File: src/rtl/ball_engine_param.sv
// Pong ball engine: serve delay at centre, 2-D motion with wall and paddle
// reflection, miss detection with score pulses, and stepwise speed-up.
module ball_engine_param #(
  parameter int HOR_PIXELS   = 1024,
  parameter int VER_PIXELS   = 768,
  parameter int BALL_SIZE    = 15,
  parameter int PAD_W        = 15,
  parameter int PAD_H        = 145,
  parameter int X_PAD_L      = 30,
  parameter int X_PAD_R      = 979,
  parameter int VEL_INIT     = 2,
  parameter int VEL_MAX      = 8,
  parameter int SPEEDUP_HITS = 4,
  parameter int SERVE_TICKS  = 60
) (
  input  logic        clk,
  input  logic        rst,
  input  logic        timing_tick,
  input  logic        enable,
  input  logic [9:0]  y_pad_left,
  input  logic [9:0]  y_pad_right,
  output logic [10:0] x_ball,
  output logic [9:0]  y_ball,
  output logic [3:0]  speed,
  output logic        serving,
  output logic        hit_pulse,
  output logic        wall_pulse,
  output logic        score_left,
  output logic        score_right
);

  localparam int XC      = (HOR_PIXELS - BALL_SIZE) / 2;
  localparam int YC      = (VER_PIXELS - BALL_SIZE) / 2;
  localparam int Y_MAX   = VER_PIXELS - BALL_SIZE;
  localparam int X_L_HIT = X_PAD_L + PAD_W;
  localparam int X_R_HIT = X_PAD_R - BALL_SIZE;
  localparam int CW      = (SERVE_TICKS > 1) ? $clog2(SERVE_TICKS) : 1;
  localparam int HW      = (SPEEDUP_HITS > 1) ? $clog2(SPEEDUP_HITS) : 1;

  localparam logic signed [11:0] S_YMAX = 12'(Y_MAX);
  localparam logic signed [11:0] S_XLH  = 12'(X_L_HIT);
  localparam logic signed [11:0] S_XRH  = 12'(X_R_HIT);
  localparam logic signed [11:0] S_BALL = 12'(BALL_SIZE);
  localparam logic signed [11:0] S_HOR  = 12'(HOR_PIXELS);
  localparam logic signed [11:0] S_PADH = 12'(PAD_H);

  typedef enum logic [1:0] {S_IDLE, S_SERVE, S_MOVE, S_SCORED} state_t;

  state_t         r_state, w_state_n;
  logic [10:0]    r_x, w_x_n;
  logic [9:0]     r_y, w_y_n;
  logic [3:0]     r_speed, w_speed_n;
  logic           r_right, w_right_n;
  logic           r_down, w_down_n;
  logic [HW-1:0]  r_hits, w_hits_n;
  logic [CW-1:0]  r_cnt, w_cnt_n;
  logic           r_hit, r_wall, r_sl, r_sr;
  logic           w_hit, w_wall, w_sl, w_sr;
  logic signed [11:0] w_xs, w_ys, w_v, w_nx, w_ny, w_ypl, w_ypr;
  logic           w_ovl_l, w_ovl_r;

  // All position arithmetic is 12-bit signed so under/overflow is visible.
  assign w_xs    = signed'({1'b0, r_x});
  assign w_ys    = signed'({2'b00, r_y});
  assign w_v     = signed'({8'h00, r_speed});
  assign w_ypl   = signed'({2'b00, y_pad_left});
  assign w_ypr   = signed'({2'b00, y_pad_right});
  assign w_ovl_l = (w_ys + S_BALL > w_ypl) && (w_ys < w_ypl + S_PADH);
  assign w_ovl_r = (w_ys + S_BALL > w_ypr) && (w_ys < w_ypr + S_PADH);

  always_comb begin
    w_state_n = r_state;
    w_x_n     = r_x;
    w_y_n     = r_y;
    w_speed_n = r_speed;
    w_right_n = r_right;
    w_down_n  = r_down;
    w_hits_n  = r_hits;
    w_cnt_n   = r_cnt;
    w_hit     = 1'b0;
    w_wall    = 1'b0;
    w_sl      = 1'b0;
    w_sr      = 1'b0;
    w_nx      = '0;
    w_ny      = '0;
    case (r_state)
      S_IDLE: begin
        w_cnt_n = '0;
        if (enable) w_state_n = S_SERVE;
      end
      S_SERVE: begin
        if (timing_tick) begin
          if (r_cnt == CW'(SERVE_TICKS - 1)) begin
            w_cnt_n   = '0;
            w_state_n = S_MOVE;
          end else begin
            w_cnt_n = r_cnt + 1'b1;
          end
        end
      end
      S_MOVE: begin
        if (timing_tick) begin
          if (r_down) begin
            w_ny = w_ys + w_v;
            if (w_ny >= S_YMAX) begin
              w_y_n    = 10'(Y_MAX);
              w_down_n = 1'b0;
              w_wall   = 1'b1;
            end else begin
              w_y_n = w_ny[9:0];
            end
          end else begin
            w_ny = w_ys - w_v;
            if (w_ys <= w_v) begin
              w_y_n    = '0;
              w_down_n = 1'b1;
              w_wall   = 1'b1;
            end else begin
              w_y_n = w_ny[9:0];
            end
          end

          // Paddle test is evaluated before the miss test so it wins on a shared tick.
          if (!r_right) begin
            w_nx = w_xs - w_v;
            if (w_nx <= S_XLH && w_xs >= S_XLH && w_ovl_l) begin
              w_x_n     = 11'(X_L_HIT);
              w_right_n = 1'b1;
              w_hit     = 1'b1;
            end else if (w_nx <= 12'sd0) begin
              w_sr = 1'b1;
            end else begin
              w_x_n = w_nx[10:0];
            end
          end else begin
            w_nx = w_xs + w_v;
            if (w_nx >= S_XRH && w_xs <= S_XRH && w_ovl_r) begin
              w_x_n     = 11'(X_R_HIT);
              w_right_n = 1'b0;
              w_hit     = 1'b1;
            end else if (w_nx + S_BALL >= S_HOR) begin
              w_sl = 1'b1;
            end else begin
              w_x_n = w_nx[10:0];
            end
          end

          if (w_hit) begin
            if (r_hits == HW'(SPEEDUP_HITS - 1)) begin
              w_hits_n = '0;
              if (r_speed < 4'(VEL_MAX)) w_speed_n = r_speed + 4'd1;
            end else begin
              w_hits_n = r_hits + 1'b1;
            end
          end

          if (w_sl || w_sr) begin
            w_x_n     = 11'(XC);
            w_y_n     = 10'(YC);
            w_speed_n = 4'(VEL_INIT);
            w_hits_n  = '0;
            w_right_n = w_sr;
            w_down_n  = 1'b0;
            w_state_n = S_SCORED;
          end
        end
      end
      S_SCORED: begin
        if (timing_tick) begin
          w_cnt_n   = '0;
          w_state_n = S_SERVE;
        end
      end
      default: w_state_n = S_IDLE;
    endcase
  end

  always_ff @(posedge clk) begin
    if (rst || !enable) begin
      r_state <= S_IDLE;
      r_x     <= 11'(XC);
      r_y     <= 10'(YC);
      r_speed <= 4'(VEL_INIT);
      r_right <= 1'b1;
      r_down  <= 1'b0;
      r_hits  <= '0;
      r_cnt   <= '0;
      r_hit   <= 1'b0;
      r_wall  <= 1'b0;
      r_sl    <= 1'b0;
      r_sr    <= 1'b0;
    end else begin
      r_state <= w_state_n;
      r_x     <= w_x_n;
      r_y     <= w_y_n;
      r_speed <= w_speed_n;
      r_right <= w_right_n;
      r_down  <= w_down_n;
      r_hits  <= w_hits_n;
      r_cnt   <= w_cnt_n;
      r_hit   <= w_hit;
      r_wall  <= w_wall;
      r_sl    <= w_sl;
      r_sr    <= w_sr;
    end
  end

  assign x_ball      = r_x;
  assign y_ball      = r_y;
  assign speed       = r_speed;
  assign serving     = (r_state == S_IDLE) || (r_state == S_SERVE);
  assign hit_pulse   = r_hit;
  assign wall_pulse  = r_wall;
  assign score_left  = r_sl;
  assign score_right = r_sr;

endmodule

File: config.mk
export PLATFORM = sky130hd
export DESIGN_NAME = ball_engine_param
export DESIGN_NICKNAME = d
export VERILOG_FILES = /design/src/rtl/ball_engine_param.sv
export SDC_FILE = /design/constraint.sdc
export NUM_CORES = 1
export LEC_CHECK = 0
export ABC_AREA = 1
export CAP_MARGIN = 10
export CORE_ASPECT_RATIO = 0.8
export CORE_MARGIN = 1
export CORE_UTILIZATION = 45
export CTS_CLUSTER_SIZE = 24
export DETAILED_ROUTE_END_ITERATION = 10
export HOLD_SLACK_MARGIN = 0.08
export PLACE_DENSITY = 0.66
export SLEW_MARGIN = 40
export SYNTH_ARGS = -nofsm -noshare
export SYNTH_HDL_FRONTEND = slang
export SYNTH_SLANG_ARGS = --single-unit
File: constraint.sdc
create_clock -name clk -period 7.76 [get_ports clk]
set_input_delay 2.328 -clock clk [delete_from_list [all_inputs] [get_ports clk]]
set_output_delay 2.328 -clock clk [all_outputs]
set_load 0.05 [all_outputs]
* After elaboration in Yosys (flattened, before gate mapping)
Cells that the tools add are included.
** Operators by class
- Add/subtract/negate cells :: 11
- Multipliers :: 0
- Div/mod/pow operators :: 0
- Order comparisons :: 13
- Equality and inequality tests :: 13
- Shift operators :: 0
- Multiplexer cells :: 52
- Bitwise operators :: 2
- Reductions and logical operators :: 22
** Operator list (count)
- 11-bit 2-to-1 mux :: 6
- 10-bit 2-to-1 mux :: 4
- 1-bit 2-to-1 mux :: 24
- 10-bit by 8-bit adder with 11-bit output (second input constant) :: 2
- 10-bit by 11-bit less-than comparator with 1-bit output :: 2
- 2-bit 2-to-1 mux :: 9
- 6-bit 2-to-1 mux :: 3
- 6-bit case mux with 3 select lines :: 1
- 4-bit 2-to-1 mux :: 4
- 11-bit by 4-bit adder with 12-bit output :: 1
- 12-bit by 5-bit adder with 12-bit output (second input constant) :: 1
- 12-bit by 11-bit >= comparator with 1-bit output (second input constant) :: 1
- 12-bit >= comparator (second input constant) :: 1
- 12-bit by 11-bit greater-than comparator with 1-bit output :: 1
- 12-bit by 1-bit <= comparator with 1-bit output (second input constant) :: 1
- 12-bit by 7-bit <= comparator with 1-bit output (second input constant) :: 1
- 2-bit inequality test (second input constant) :: 6
- 11-bit by 4-bit subtractor with 12-bit output :: 1
- 10-bit by 4-bit adder with 11-bit output :: 1
- 10-bit by 4-bit adder with 11-bit output (second input constant) :: 1
- 11-bit by 10-bit >= comparator with 1-bit output (second input constant) :: 1
- 11-bit by 6-bit >= comparator with 1-bit output (second input constant) :: 1
- 11-bit by 10-bit greater-than comparator with 1-bit output :: 1
- 11-bit by 10-bit <= comparator with 1-bit output (second input constant) :: 1
- 24 further kinds :: 38
** Word-level totals
- Register bits after elaboration :: 41
- Bits in latches :: 0
- Bits in writable memories :: 0
- ROM bits :: 0
- Input port bits :: 24
- Output and inout bits :: 30
- Logic and storage cells :: 125
- Memories :: 0

* Depth between registers and ports, before layout
Gate-level depths: netlist (run 1).
- Word-level depth :: 12
- Depth in mapped cells :: 23

* Least setup slack after synthesis (run 1)
Ideal clock, no wire load.
- Path kind :: input to register
- Start point :: input y_pad_left[0]
- End point :: register r_speed[2] (netlist: speed[2])
- Arrival :: 4.276 ns
- Required time :: 7.616 ns
- Path slack :: 3.340 ns
- Stages :: 17
- Buffers on the path :: 0
- Cells stage by stage :: ha_1 -> nand3_1 -> nand2_1 -> nand2_1 -> o21ai_0 -> xor2_1 -> ha_1 -> a21oi_1 -> nand2_1 -> nand2_1 -> a21oi_1 -> nor2_1 -> nand3_4 -> nand2_4 -> nand3_2 -> nand3_1 -> a21oi_1
** On the way
- Cells in the longest elaborated chain, start to end :: 11
- Elaborated cells between the ends (all ways) :: 19
** RTL lines
- from (decl) :: line 20 : input logic [9:0] y_pad_left,
- 10-bit by 8-bit adder with 11-bit output :: line 68 : assign w_ovl_l = (w_ys + S_BALL > w_ypl) && (w_ys < w_ypl + S_PADH);
- 10-bit by 11-bit less-than comparator with 1-bit output :: line 68
- 1-bit logical AND * :: line 68
- 1-bit logical AND * :: line 126 : if (w_nx <= S_XLH && w_xs >= S_XLH && w_ovl_l) begin
- 1-bit 2-to-1 mux :: line 126
- 1-bit 2-to-1 mux :: line 124 : if (!r_right) begin
- 1-bit 2-to-1 mux :: line 102 : if (timing_tick) begin
- 1-bit 2-to-1 mux :: line 86 : case (r_state)
- 1-bit logical OR :: line 157 : if (w_sl || w_sr) begin
- 2-bit nonzero test (no source line)
- 5-bit AND reduction (no source line)
- to (signal assigned) :: line 183 : r_speed <= 4'(VEL_INIT);
- to (signal assigned) :: line 196 : r_speed <= w_speed_n;
- to (decl) :: line 52 : logic [3:0] r_speed, w_speed_n;
Mark *: on every way between the ends. The rest lies on a longest branch, timed or not. The select of a mux whose other input is x is not followed.
A chain may end at the register's enable or synchronous reset.

* Worst setup path after layout (run 1)
- Start point :: input y_pad_right[0]
- End point :: register r_speed[1] (netlist: speed[1])
** On the way
- Cells in the longest elaborated chain, start to end :: 11
- Elaborated cells between the ends (all ways) :: 19
** RTL lines
- from (decl) :: line 21 : input logic [9:0] y_pad_right,
- 10-bit by 8-bit adder with 11-bit output :: line 69 : assign w_ovl_r = (w_ys + S_BALL > w_ypr) && (w_ys < w_ypr + S_PADH);
- 10-bit by 11-bit less-than comparator with 1-bit output :: line 69
- 1-bit logical AND * :: line 69
- 1-bit logical AND * :: line 137 : if (w_nx >= S_XRH && w_xs <= S_XRH && w_ovl_r) begin
- 1-bit 2-to-1 mux :: line 137
- 1-bit 2-to-1 mux :: line 124
- 1-bit 2-to-1 mux :: line 102
- 1-bit 2-to-1 mux :: line 86
- 1-bit logical OR :: line 157
- 2-bit nonzero test (no source line)
- 5-bit AND reduction (no source line)
Marks and branches as above.

==> impl_metrics.toml, run 1 <==
[layout]
finalNonFillerCells = 985
num-nets-final = 935
final_layout_size_suffix_gt1_frac = 0.0761
n_antenna_cell = 0
synthToLayoutAreaGrowth_pct = 14.4
fin_util = 0.536

[routing]
met3_wirelength_mm = 1.07
post_drt_via_cell_ratio = 5.50
drt_first_pass_iters = 5
initialDrtViolationCount = 575
drt-met1-wl_mm = 7.61
routed_wire_length_per_instance_um = 15.2
detail_route.wirelength_mm = 15.0
num_vias = 5413
ant_nets = 0
drc = 0
wl_met2_mm = 6.22
top_layer = "met4"

[sta]
hold_slack_ns = 0.490
final.setup.tns_ns = 0
rsz_0062_raised_after_global_routing = "false"
final-hold-violation-count = 0
slew_headroom = 0.530
period_share = 0.672
maximum_clock_skew_at_final_layout_ns = 0.00837
max_freq_mhz = 192
worstMarginPinSlew_ns = 0.701
setup_viol = 0
timing.final.max_slew_violations = 0
period_needed_ns = 5.22

[worst_setup_path]
worstSetupStartpointType = "input pin"
slowest_cell_on_crit_path = "sky130_fd_sc_hd__clkdlybuf4s50_1"
crit_top_cell = "sky130_fd_sc_hd__nand2_1"
worstPathMaxFanout = 4
critPathRequiredTime_ns = 7.90
worstPathBufferInverterCount = 4
timing.setup.critical_path_class = "input pin to flop"
timing.critical_path.cells = "clkdlybuf4s50_1 -> inv_1 -> nor3_1 -> nand2_1 -> nand2_1 -> nand2_1 -> o21ai_0 -> nand2_1 -> inv_1 -> ha_1 -> nand2_1 -> inv_1 -> nand2_1 -> nand2_1 -> nand2_1 -> nand2_1 -> nand2_1 -> nand4_2 -> nand2_4 -> nand3_2 -> nand3_1 -> nand3_1"
critical_path.max_stage_delay_ns = 0.51
path_delay_family = "simple AND/OR/NAND/NOR gates"
end_kind = "flop"
worst_ep_arrival_time_ns = 5.36

[floorplanning]
die_area_sq_um = 11900
pin_count = 54
fp.dieH_um = 97.8
initial_core_util = 0.468
core_area_sq_um = 11000
die_w_um = 122
placement_rows = 34

[synth]
synth-seq-cells = 41
syn-num-nets = 892
synthTopCellsByCount = "204 x sky130_fd_sc_hd__nand2_1, 95 x sky130_fd_sc_hd__inv_1, 67 x sky130_fd_sc_hd__ha_1"
netlist_top_cells_area = "sky130_fd_sc_hd__ha_1 16%, sky130_fd_sc_hd__dfxtp_1 16%, sky130_fd_sc_hd__nand2_1 15%"
postSynthCellCount = 797
synthMostInstantiatedCell = "sky130_fd_sc_hd__nand2_1"
cell_taking_the_most_area_after_synthesis = "sky130_fd_sc_hd__ha_1"
post_synth_instance_area_sq_um = 5160
synth.yosys.seq_area_share = 0.159
warnings_from_yosys = 0
ys_async_sr_fraction = 0
synth_edf_count = 0
yosysTopAreaCellShare = 0.162
syn_area_per_cell_sq_um = 6.48
ys.flop_type = "sky130_fd_sc_hd__dfxtp_1"
ys_types = 45

[place]
placedCellCount = 977
final_hpwl_dp_mm = 12.1
numPortBuffers = 53
finalWeightedCongestion = 0.947

[power_and_ir_drop]
leakagePower_nw = 2.76
power.ir.vdd_worst_mv = 0.0720
finalPower_w = 0.000563
pwr_density_cell_nw_per_um2 = 95.3

[cts]
ctsRootBufferMaster = "sky130_fd_sc_hd__clkbuf_16"
cts_inserted_buffers = 5
gates_resized_cts_repair = 0
count_of_h_tree_levels_built_during_cts = 2
clk_path_buf_depth = 2
clock_tree_from_tritoncts = "built"
cts_hold_buffers = 0
cts_num_sinks = 41
cts.clk_slew.worst_paths_ns = 0.06
post_cts_buffers = 0
worstSkewPairLatency_ns = 0.29

[grt]
grt_antenna_before_repair = 0
grt_max_degree = 23
gr-total-overflow = 0
grt_first_pass_wirelength_mm = 24.4
number_of_global_route_vias_before_repair = 4824
grt.total_usage = 0.259

[flow_run]
cap_violations = 0

[min_path]
hold_class = "flop to flop"

[run_status]
result_of_the_run = "finished clean"
==> registers in the layout, summed over array words and instances (netlist names) <==
register	flops
y_ball	10
r_state	2
r_cnt	6
score_right	1
wall_pulse	1
r_hits	2
r_down	1
hit_pulse	1
speed	4
score_left	1
x_ball	11
r_right	1
==> placed cells by master, fill, tap and decap left out, types with 5 or more instances in the layout <==
master,Yosys,final
sky130_fd_sc_hd__a21oi_1,47,47
sky130_fd_sc_hd__a21oi_2,10,10
sky130_fd_sc_hd__clkbuf_16,0,5
sky130_fd_sc_hd__clkdlybuf4s50_1,0,53
sky130_fd_sc_hd__dfxtp_1,41,41
sky130_fd_sc_hd__ha_1,67,67
sky130_fd_sc_hd__inv_1,95,95
sky130_fd_sc_hd__inv_2,5,5
sky130_fd_sc_hd__nand2_1,204,204
sky130_fd_sc_hd__nand2_2,9,9
sky130_fd_sc_hd__nand3_1,61,61
sky130_fd_sc_hd__nand3_2,8,8
sky130_fd_sc_hd__nand4_1,23,23
sky130_fd_sc_hd__nor2_1,63,62
sky130_fd_sc_hd__nor2_2,6,7
sky130_fd_sc_hd__nor3_1,11,11
sky130_fd_sc_hd__o2111ai_1,6,6
sky130_fd_sc_hd__o21ai_0,41,41
sky130_fd_sc_hd__xnor2_1,6,6
sky130_fd_sc_hd__xor2_1,30,30
==> cells by family (layout without fill, tap and decap cells) <==
kind of cell	after synthesis	after routing	share of synthesized area
adder cells (fa/ha/maj)	71	71	0.178
flip-flops	41	41	0.159
AO/OA/AOI/OAI	122	122	0.137
AND/OR/NAND/NOR	405	405	0.364
XOR/XNOR	37	37	0.0642
buffers and inverters	121	165	0.0972
==> worst paths after layout <==
check | start | end | slack [ns] | cells past startpoint
min | r_hits[1] | r_hits[1] | 0.49 | 2
min reg2reg | r_hits[1] | r_hits[1] | 0.49 | 2
max reg2reg | speed[2] | speed[1] | 4.40 | 17
max | y_pad_right[0] | speed[1] | 2.54 | 22
==> layout make-up <==
cell class | count | area, sq um
timing repair buffer | 53 | 531
tap | 144 | 180
clock buffer | 6 | 129
inverter | 104 | 395
fill | 1080 | 5110
multi-input combinational | 635 | 3840
sequential | 41 | 821
clock inverter | 2 | 10.0
==> report_power, final <==
part           total, W  internal, W  switching (W)  leakage, nW
clock          0.000205     0.000118      0.0000870       0.0706
sequential     0.000219     0.000213     0.00000564        0.331
combinational  0.000139    0.0000536      0.0000850         2.36
==> metal layers <==
layer,track usage,up-vias
met5,0,-
met4,0.0370,0
met3,0.0409,9
met2,0.381,186
met1,0.399,2506
li1,-,2712
==> worst register-to-register path, stage by stage, from the launching register on <==
cell	delay (ns)
sky130_fd_sc_hd__dfxtp_1	0.56
sky130_fd_sc_hd__inv_1	0.24
sky130_fd_sc_hd__ha_1	0.53
sky130_fd_sc_hd__inv_2	0.12
sky130_fd_sc_hd__a21oi_2	0.15
sky130_fd_sc_hd__nand2_1	0.10
sky130_fd_sc_hd__nand2_1	0.13
sky130_fd_sc_hd__nand2_1	0.09
sky130_fd_sc_hd__nand2_1	0.07
sky130_fd_sc_hd__nand2_1	0.08
sky130_fd_sc_hd__nor2_1	0.13
sky130_fd_sc_hd__nand3_1	0.08
sky130_fd_sc_hd__nand2_1	0.08
sky130_fd_sc_hd__nand4_1	0.17
sky130_fd_sc_hd__nand2_2	0.24
sky130_fd_sc_hd__nand2_2	0.20
sky130_fd_sc_hd__nand3_1	0.16
sky130_fd_sc_hd__nand3_1	0.08
==> per-stage QoR <==
| step | cell area, sq um | setup slack [ns] |
|---|---|---|
| 2_1_floorplan | 5160 | 3.34 |
| 3_3_place_gp | 5770 | 2.31 |
| 3_5_place_dp | 5770 | 2.25 |
| 4_1_cts | 5900 | 2.53 |
| 5_1_grt | 5910 | 2.25 |
| 6_report | 5910 | 2.54 |
No activity file was read; power rests on OpenSTA's default activity.
==> run 2, diff against run 1 <==
==> constraint.sdc (replaced) <==
create_clock -name clk -period 5.05 [get_ports clk]
set_input_delay 1.515 -clock clk [delete_from_list [all_inputs] [get_ports clk]]
set_output_delay 1.515 -clock clk [all_outputs]
set_load 0.05 [all_outputs]
==> run 2 against run 1 <==
Compared with the run above: sequential power grew 54%; wire length grew 0.11%; first-iteration DRC count is 1.4% lower; design area grew 0.66%; critical path depth fell by 2; non-clock buffer count is 4 higher; register-to-register slack worse by 2.9 ns; via count shrank 0.41%; worst setup slack got worse by 1.9 ns; clock skew is 0.00064 ns higher; critical path type unchanged; worst hold slack better by 0.010 ns; critical endpoint unchanged; sequential cell count unchanged.
==> impl_metrics.toml, run 2 (same netlist as run 1, synthesis figures left out) <==
[run_status]
result_of_the_run = "finished clean"

[place]
final_hpwl_dp_mm = 12.1
numPortBuffers = 53
finalWeightedCongestion = 0.939
detailed_place.area_sq_um = 5800
placement.setup.worst_slack_ns = 0.481

[cts]
ctsRootBufferMaster = "sky130_fd_sc_hd__clkbuf_16"
cts_hold_buffers = 0
clk_path_buf_depth = 2
cts_inserted_buffers = 5
worstSkewPairLatency_ns = 0.29
clock_tree_from_tritoncts = "built"
cts.clk_slew.worst_paths_ns = 0.07
cts_num_sinks = 41
post_cts_buffers = 0
gates_resized_cts_repair = 0
count_of_h_tree_levels_built_during_cts = 2

[routing]
routed_wire_length_per_instance_um = 15.2
top_layer = "met4"
ant_nets = 0
drt-met1-wl_mm = 7.54
post_drt_via_cell_ratio = 5.45
drc = 0
met3_wirelength_mm = 1.01
num_vias = 5391
wl_met2_mm = 6.34
drt_first_pass_iters = 5
detail_route.wirelength_mm = 15.0
initialDrtViolationCount = 567

[flow_run]
cap_violations = 0

[worst_setup_path]
worstPathMaxFanout = 7
r2r_end = "y_ball[7]"
r2r_start = "speed[1]"
worst_ep_arrival_time_ns = 4.54
cell_count_of_the_worst_reg_to_reg_path = 15
critPathRequiredTime_ns = 5.23
timing.reg2reg.setup_slack_ns = 1.53
end_kind = "flop"
timing.setup.critical_path_class = "input pin to flop"
worstSetupStartpointType = "input pin"
crit_start = "y_pad_left[2]"

[grt]
grt_max_degree = 23
number_of_global_route_vias_before_repair = 5103
grt_first_pass_wirelength_mm = 25.1
grt_antenna_before_repair = 0
gr-total-overflow = 0
grt.total_usage = 0.264

[power_and_ir_drop]
leakagePower_nw = 2.78
pwr_density_cell_nw_per_um2 = 149
power.ir.vdd_worst_mv = 0.133
finalPower_w = 0.000885

[sta]
final-hold-violation-count = 0
setup_viol = 0
period_share = 0.864
final.setup.tns_ns = 0
slew_headroom = 0.546
rsz_0062_raised_after_global_routing = "false"
worstMarginPinSlew_ns = 0.680
post-route-worst-setup-slack_ns = 0.689
timing.final.max_slew_violations = 0
max_freq_mhz = 229
period_needed_ns = 4.36
maximum_clock_skew_at_final_layout_ns = 0.00901

[floorplanning]
fp.dieH_um = 97.8
placement_rows = 34
die_w_um = 122
initial_core_util = 0.468
core_area_sq_um = 11000
pin_count = 54
die_area_sq_um = 11900

[layout]
n_antenna_cell = 0
area_used_by_multi_input_combinational_logic_sq_um = 3840
post-route-cell-area_sq_um = 5950
most-common-layout-cells = "204 x sky130_fd_sc_hd__nand2_1, 95 x sky130_fd_sc_hd__inv_1, 67 x sky130_fd_sc_hd__ha_1"
filler_cell_count = 1099
largest_register_ff_count = 11
final_layout_size_suffix_gt1_frac = 0.0805
num-nets-final = 939
layout.cells.most_common = "sky130_fd_sc_hd__nand2_1"
storage_element_area_sq_um = 821
synthToLayoutAreaGrowth_pct = 15.2
fin_util = 0.540

[min_path]
hp-start = "r_hits[1]"
hold_class = "flop to flop"
worstHoldEndpoint = "r_hits[1]"
holdPathStages = 2
## run 2: cell count changes in the layout (fill, tap and decap cells not counted)
cell / delta
sky130_fd_sc_hd__buf_4: +4
sky130_fd_sc_hd__nor2_2: -1
sky130_fd_sc_hd__clkinv_4: +1
sky130_fd_sc_hd__inv_6: +1
sky130_fd_sc_hd__clkinvlp_4: +1
sky130_fd_sc_hd__nor2_1: +1
sky130_fd_sc_hd__clkbuf_1: -1
sky130_fd_sc_hd__clkinv_2: -2
## run 2: report_power, final
part | switching [W] | internal (W) | total [W]
combinational | 0.000130 | 0.0000836 | 0.000214
clock | 0.000149 | 0.000186 | 0.000335
sequential | 0.00000886 | 0.000328 | 0.000337
total | 0.000288 | 0.000597 | 0.000885
## run 2: stage by stage
step           instances  hold slack (ns)
6_report             989            0.500
5_1_grt              989            0.524
4_1_cts              989            0.499
3_5_place_dp         981            0.488
3_3_place_gp         981            0.470
2_1_floorplan        797            0.459
## run 2: area by class of cell
| cell class | instances | share of cell area |
|---|---|---|
| Sequential cell | 41 | 0.138 |
| Clock buffer | 5 | 0.0210 |
| Multi-Input combinational cell | 635 | 0.646 |
| Inverter | 104 | 0.0665 |
| Clock inverter | 3 | 0.00421 |
| Tap cell | 144 | 0.0303 |
| Timing Repair Buffer | 57 | 0.0943 |
## run 2: worst max-delay path by stage
stage	depth (start not counted)	slack, ns	endpoint
after global placement	18	0.57	speed[1]
final	20	0.69	speed[1]
after CTS	20	0.78	speed[1]
after detailed placement	20	0.48	speed[1]
after global routing	22	0.49	speed[1]
after floorplan	17	1.44	speed[2]
## run 2: per-layer routing
metal  GRT usage  vias up
met5           0        -
met4      0.0513        0
met3      0.0269       13
met2       0.406      196
met1       0.397     2452
li1            -     2730
## run 2: critical path, cell delays in order
cell	delay (ns)
sky130_fd_sc_hd__clkdlybuf4s50_1	0.53
sky130_fd_sc_hd__inv_1	0.08
sky130_fd_sc_hd__nor3_1	0.33
sky130_fd_sc_hd__nand2_1	0.13
sky130_fd_sc_hd__nand2_1	0.13
sky130_fd_sc_hd__xor2_1	0.18
sky130_fd_sc_hd__ha_1	0.25
sky130_fd_sc_hd__nand2_1	0.09
sky130_fd_sc_hd__o21a_1	0.12
sky130_fd_sc_hd__nand2_1	0.09
sky130_fd_sc_hd__nand2_1	0.08
sky130_fd_sc_hd__nand2_1	0.06
sky130_fd_sc_hd__nand2_1	0.06
sky130_fd_sc_hd__a21oi_1	0.06
sky130_fd_sc_hd__nor2_1	0.22
sky130_fd_sc_hd__nand3_4	0.17
sky130_fd_sc_hd__nand2_4	0.13
sky130_fd_sc_hd__nand3_2	0.10
sky130_fd_sc_hd__nand3_1	0.13
sky130_fd_sc_hd__nand3_1	0.09
